$ cat config.mk
export PLATFORM = sky130hd
export DESIGN_NAME = draw_text_box
export DESIGN_NICKNAME = d
export VERILOG_FILES = /design/src/rtl/draw_text_box.sv
export SDC_FILE = /design/constraint.sdc
export NUM_CORES = 1
export LEC_CHECK = 0
export ABC_AREA = 1
export CORE_MARGIN = 5
export CORE_UTILIZATION = 35
export DETAILED_ROUTE_END_ITERATION = 8
export PLACE_DENSITY = 0.68
export SLEW_MARGIN = 20
export SYNTH_ARGS = -nofsm -noshare
export SYNTH_HDL_FRONTEND = slang
export SYNTH_SLANG_ARGS = --single-unit
$ cat constraint.sdc
create_clock -name pclk -period 2.2 [get_ports pclk]
set_input_delay 0.66 -clock pclk [delete_from_list [all_inputs] [get_ports pclk]]
set_output_delay 0.66 -clock pclk [all_outputs]
set_load 0.02 [all_outputs]
$ cat src/rtl/draw_text_box.sv
// Text-overlay stage: draws a grid of 8x16 glyphs from external char/font ROMs
// over the pixel stream, with programmable ROM latency and frame-synced blink.
module draw_text_box #(
  parameter int unsigned COL_BITS     = 4,
  parameter int unsigned ROW_BITS     = 4,
  parameter int unsigned MEM_LAT      = 2,
  parameter int unsigned XPOS_DEF     = 350,
  parameter int unsigned YPOS_DEF     = 250,
  parameter logic [11:0] FG           = 12'h444,
  parameter logic [11:0] BG           = 12'h888,
  parameter bit          TRANSPARENT  = 1'b0,
  parameter int unsigned BLINK_FRAMES = 30
) (
  input  logic                         pclk,
  input  logic                         rst,
  input  logic [10:0]                  hcount_in,
  input  logic [10:0]                  vcount_in,
  input  logic                         hsync_in,
  input  logic                         hblnk_in,
  input  logic                         vsync_in,
  input  logic                         vblnk_in,
  input  logic [11:0]                  rgb_in,
  input  logic [10:0]                  xpos,
  input  logic [10:0]                  ypos,
  input  logic                         blink_en,
  input  logic [7:0]                   char_pixels,
  output logic [10:0]                  hcount_out,
  output logic [10:0]                  vcount_out,
  output logic                         hsync_out,
  output logic                         hblnk_out,
  output logic                         vsync_out,
  output logic                         vblnk_out,
  output logic [11:0]                  rgb_out,
  output logic [ROW_BITS+COL_BITS-1:0] char_xy,
  output logic [3:0]                   char_line
);

  localparam int unsigned BOX_W = 8 << COL_BITS;
  localparam int unsigned BOX_H = 16 << ROW_BITS;
  localparam int unsigned CNT_W = (BLINK_FRAMES > 1) ? $clog2(BLINK_FRAMES) : 1;

  typedef struct packed {
    logic [10:0] hcount;
    logic [10:0] vcount;
    logic        hsync;
    logic        hblnk;
    logic        vsync;
    logic        vblnk;
    logic [11:0] rgb;
    logic        in_box;
    logic [2:0]  px_idx;
  } side_t;

  logic             vblnk_prev_q;
  logic [10:0]      x0_q;
  logic [10:0]      y0_q;
  logic [CNT_W-1:0] frame_cnt_q;
  logic             blink_phase_q;
  logic             frame_start_c;

  assign frame_start_c = vblnk_in && !vblnk_prev_q;

  // Box origin and blink state only change on a vblank rising edge.
  always_ff @(posedge pclk) begin
    if (rst) begin
      vblnk_prev_q  <= 1'b0;
      x0_q          <= 11'(XPOS_DEF);
      y0_q          <= 11'(YPOS_DEF);
      frame_cnt_q   <= '0;
      blink_phase_q <= 1'b0;
    end else begin
      vblnk_prev_q <= vblnk_in;
      if (frame_start_c) begin
        x0_q <= xpos;
        y0_q <= ypos;
        if (frame_cnt_q == CNT_W'(BLINK_FRAMES - 1)) begin
          frame_cnt_q   <= '0;
          blink_phase_q <= ~blink_phase_q;
        end else begin
          frame_cnt_q <= frame_cnt_q + CNT_W'(1);
        end
      end
    end
  end

  logic [11:0] dx_c;
  logic [11:0] dy_c;
  logic        in_box_c;
  side_t       sb_in_c;

  // 12-bit offsets so a box running past 2047 clips rather than wraps.
  assign dx_c     = {1'b0, hcount_in} - {1'b0, x0_q};
  assign dy_c     = {1'b0, vcount_in} - {1'b0, y0_q};
  assign in_box_c = (hcount_in >= x0_q) && (dx_c < 12'(BOX_W)) &&
                    (vcount_in >= y0_q) && (dy_c < 12'(BOX_H));

  always_comb begin
    sb_in_c        = '0;
    sb_in_c.hcount = hcount_in;
    sb_in_c.vcount = vcount_in;
    sb_in_c.hsync  = hsync_in;
    sb_in_c.hblnk  = hblnk_in;
    sb_in_c.vsync  = vsync_in;
    sb_in_c.vblnk  = vblnk_in;
    sb_in_c.rgb    = rgb_in;
    sb_in_c.in_box = in_box_c;
    sb_in_c.px_idx = dx_c[2:0];
  end

  side_t sb_q [MEM_LAT+1];

  // Address stage plus sideband delay line matched to the ROM latency.
  always_ff @(posedge pclk) begin
    if (rst) begin
      for (int unsigned i = 0; i <= MEM_LAT; i++) sb_q[i] <= '0;
      char_xy   <= '0;
      char_line <= '0;
    end else begin
      sb_q[0] <= sb_in_c;
      for (int unsigned i = 1; i <= MEM_LAT; i++) sb_q[i] <= sb_q[i-1];
      char_xy   <= in_box_c ? {dy_c[ROW_BITS+3:4], dx_c[COL_BITS+2:3]} : '0;
      char_line <= in_box_c ? dy_c[3:0] : 4'h0;
    end
  end

  side_t       sb_out_c;
  logic [2:0]  pix_idx_c;
  logic        pix_c;
  logic        hide_c;
  logic [11:0] rgb_c;

  assign sb_out_c  = sb_q[MEM_LAT];
  assign pix_idx_c = 3'd7 - sb_out_c.px_idx;
  assign pix_c     = char_pixels[pix_idx_c];
  assign hide_c    = blink_en && blink_phase_q && (BLINK_FRAMES != 0);

  always_comb begin
    rgb_c = TRANSPARENT ? sb_out_c.rgb : BG;
    if (sb_out_c.hblnk || sb_out_c.vblnk) begin
      rgb_c = 12'h000;
    end else if (!sb_out_c.in_box) begin
      rgb_c = sb_out_c.rgb;
    end else if (pix_c && !hide_c) begin
      rgb_c = FG;
    end
  end

  always_ff @(posedge pclk) begin
    if (rst) begin
      hcount_out <= '0;
      vcount_out <= '0;
      hsync_out  <= 1'b0;
      hblnk_out  <= 1'b0;
      vsync_out  <= 1'b0;
      vblnk_out  <= 1'b0;
      rgb_out    <= '0;
    end else begin
      hcount_out <= sb_out_c.hcount;
      vcount_out <= sb_out_c.vcount;
      hsync_out  <= sb_out_c.hsync;
      hblnk_out  <= sb_out_c.hblnk;
      vsync_out  <= sb_out_c.vsync;
      vblnk_out  <= sb_out_c.vblnk;
      rgb_out    <= rgb_c;
    end
  end

endmodule

==> metrics <==
Most Crowded Layer GR met2; Max Fclk between 400 and 500 MHz; Crit Path Max Fanout 7; # hold bufs at CTS 0; post-synth net total 1017; WHS Endpoint sb_q[0][125]; leakage dissipation 4.89 nW; Final min period 2130 ps; GR Util met2 a little under a quarter; ys async rst share 0%; most frequent cells after synthesis inv_1 (224), dfxtp_1 (204), nor2_1 (195); startpoint type of the worst setup path input port; EDFF count, synth 0; CP required between 2000 and 3000 ps; Top FF cell, synth dfxtp_1; worst r2r path cells 11; Layout area overhead 42.5%; Yosys top cell area share approximately 55%; Nets roughly 1200; Yosys reg bits 204; Hold WC Path Type reg -> reg; Layout Utilization between 50% and 60%; share of total power in combinational logic between 10% and 20%; drt pass-1 iters 4; Net Sw Frac roughly a quarter; clk sinks between 200 and 250; Hold WS roughly 380 ps; clock root buffer master clkbuf_16; Clock Tree Buf Depth 3; final hold vios 0; Vias around 5800; total gr overflow 0; CTS tree built; setup violators final 0; outcome completed; first-pass GRT wire length between 20000 and 30000 µm; Iteration-0 DRC Markers 215; kind of critical path in -> reg; Seq pwr share a little under half; Die Ht roughly 160 µm; Vias/cell roughly 4.1; worst relative slew slack a little under half; antenna diode count 0; pwr dens approximately 810 nW/µm²; # H-tree levels 1; reg2reg start x0_q[0]; die width between 150 and 200 µm; syn avg cell area 8.09 µm²; sequential fraction of the synthesis area 54.8%; CP Capture Type flop; Synth Instances between 900 and 1000; max_cap viols 0; HPWL after DPL around 12000 µm; CORE AREA 21000 µm²; initial antenna violation count 0; # rows 53; Psw roughly 0.0021 W; met3 Use GR under 10%; CP arrival about 2500 ps; cell with the most instances after synthesis inv_1; Int Power approximately 0.0065 W; min-delay src sb_q[0][83]; post-synth top area cell dfxtp_1; fin crit share between 90% and 100%; Antenna Nets Post-Route 0; Ys Warns 0; FILL cells just over 2000; Clock transition at path regs approximately 60 ps; total power draw ~0.0086 W; Max Slew Vio Count 0; Worst-Skew Late Latency ~490 ps; Layout Skew 21.1 ps; Top Ports around 120; unique cell type count in the Yosys netlist 33; Setup WS pre-CTS -622 ps; reg2reg setup slack approximately 130 ps; Starting Density a little over a third; TritonCTS Buffers 23; Worst R2R End char_line[3]; Setup WS post-layout around 70 ps; worst hold path cell count 2; Peak VDD IR about 0.42 mV; IO Port Bufs 120; overall die area between 20000 and 25000 µm²; Syn Std Cell Area around 7400 µm²; Synth area leaders dfxtp_1 (55%), inv_1 (11%), nor2_1 (9.8%); Total GRT Usage about an eighth; DRC 0; WL per Instance 11.7 µm; M1 GR Usage 17.0%; Clock power frac 40.4%; Worst Max-Slew Pin Slew between 700 and 800 ps; Routed WL ~17000 µm; largest net degree at the start of global routing 80; layout cells sized above 1 ~17%; Placer Congestion 0.855; vias in the first global route between 5000 and 6000
[cell families after synthesis]
kind of cell             Yosys count  share of synthesized area [%]
flip-flops                       204                           54.8
adder cells (fa/ha/maj)           26                           4.57
AND/OR/NAND/NOR                  351                           20.5
XOR/XNOR                          13                           1.53
buffers and inverters            253                           13.0
AO/OA/AOI/OAI                     73                           5.60
[power groups by stage]
stage | Combinational, W | Sequential, W | Clock, W
finish | 0.00123 | 0.00388 | 0.00347
global route | 0.00137 | 0.00389 | 0.00376
CTS | 0.00119 | 0.00388 | 0.00360
detailed placement | 0.00108 | 0.00396 | 0
global placement | 0.00108 | 0.00396 | 0
floorplan | 0.000599 | 0.00397 | 0
[cells in the final DEF (no fill, tap or decap), drive strengths merged]
cell type,count
nor3b,1
dfxtp,204
o211ai,15
a21oi,29
nand4,7
o21ai,25
clkinv,5
buf,87
dlymetal6s2s,17
a21o,2
a211oi,1
clkinvlp,1
xnor2,9
nor3,18
and3,1
clkdlybuf4s50,98
clkbuf,32
o21bai,1
xor2,4
nand2,92
nor2,202
ha,24
fa,2
inv,226
nand3,30
nor4,1
dlygate4sd2,4
[per-layer routing]
layer  vias up  wire length [µm]
li1       3123                 -
met1      2594              7470
met2       104              7860
met3        25               830
met4         0               344
met5         -                 0
[area by class of cell]
class | instances | area (µm²) | share of cell area, %
flip-flops and latches | 204 | 4080 | 38.5
multi-input cells | 464 | 2730 | 25.7
inverters | 225 | 845 | 7.96
well taps | 275 | 344 | 3.24
clock inverters | 7 | 48.8 | 0.460
clock buffers | 32 | 649 | 6.12
repair buffers | 206 | 1910 | 18.0
[flip-flops by register name (all words and copies together) (netlist names)]
signal	flops
x0_q	11
rgb_out	12
hcount_out	11
vblnk_out	1
char_xy	8
y0_q	11
hblnk_out	1
blink_phase_q	1
vsync_out	1
char_line	4
sb_q	126
vcount_out	11
frame_cnt_q	5
hsync_out	1
[stage by stage]
| stage | instances | TNS [ps] | area, µm² |
|---|---|---|---|
| 6_report | 1413 | 0 | 10600 |
| 3_5_place_dp | 1354 | -7420 | 9420 |
| 2_1_floorplan | 920 | 0 | 7490 |
| 3_3_place_gp | 1354 | -6980 | 9420 |
| 5_1_grt | 1413 | -3.36 | 10600 |
| 4_1_cts | 1410 | 0 | 10400 |
[what timing repair did]
| item | CTS | global route |
|---|---|---|
| buffers inserted | 15 | 3 |
| gates cloned | 2 | 0 |
| gates resized for setup | 30 | 34 |
| setup endpoints to repair | 13 | 13 |
| pin swaps | 23 | 13 |
[critical path, stage by stage]
cell           delay, ps
dlygate4sd2_1        210
inv_2                 50
ha_4                 160
fa_2                 380
inv_2                100
buf_4                110
nand3_2               80
nand4_1              100
nand2_1               90
nor2_4               150
nand3_4              120
buf_12               160
nor3_2               160
[worst max path at each step]
stage	end	start	slack (ps)
after CTS	char_line[3]	vcount_in[4]	0.8
after detailed placement	char_xy[4]	vcount_in[0]	-620
after global routing	char_xy[3]	hcount_in[0]	-3
after global placement	char_xy[4]	vcount_in[0]	-590
after floorplan	char_xy[4]	hcount_in[0]	2
final	char_line[3]	hcount_in[0]	70
Note: power is estimated with default switching activity, not from simulation.
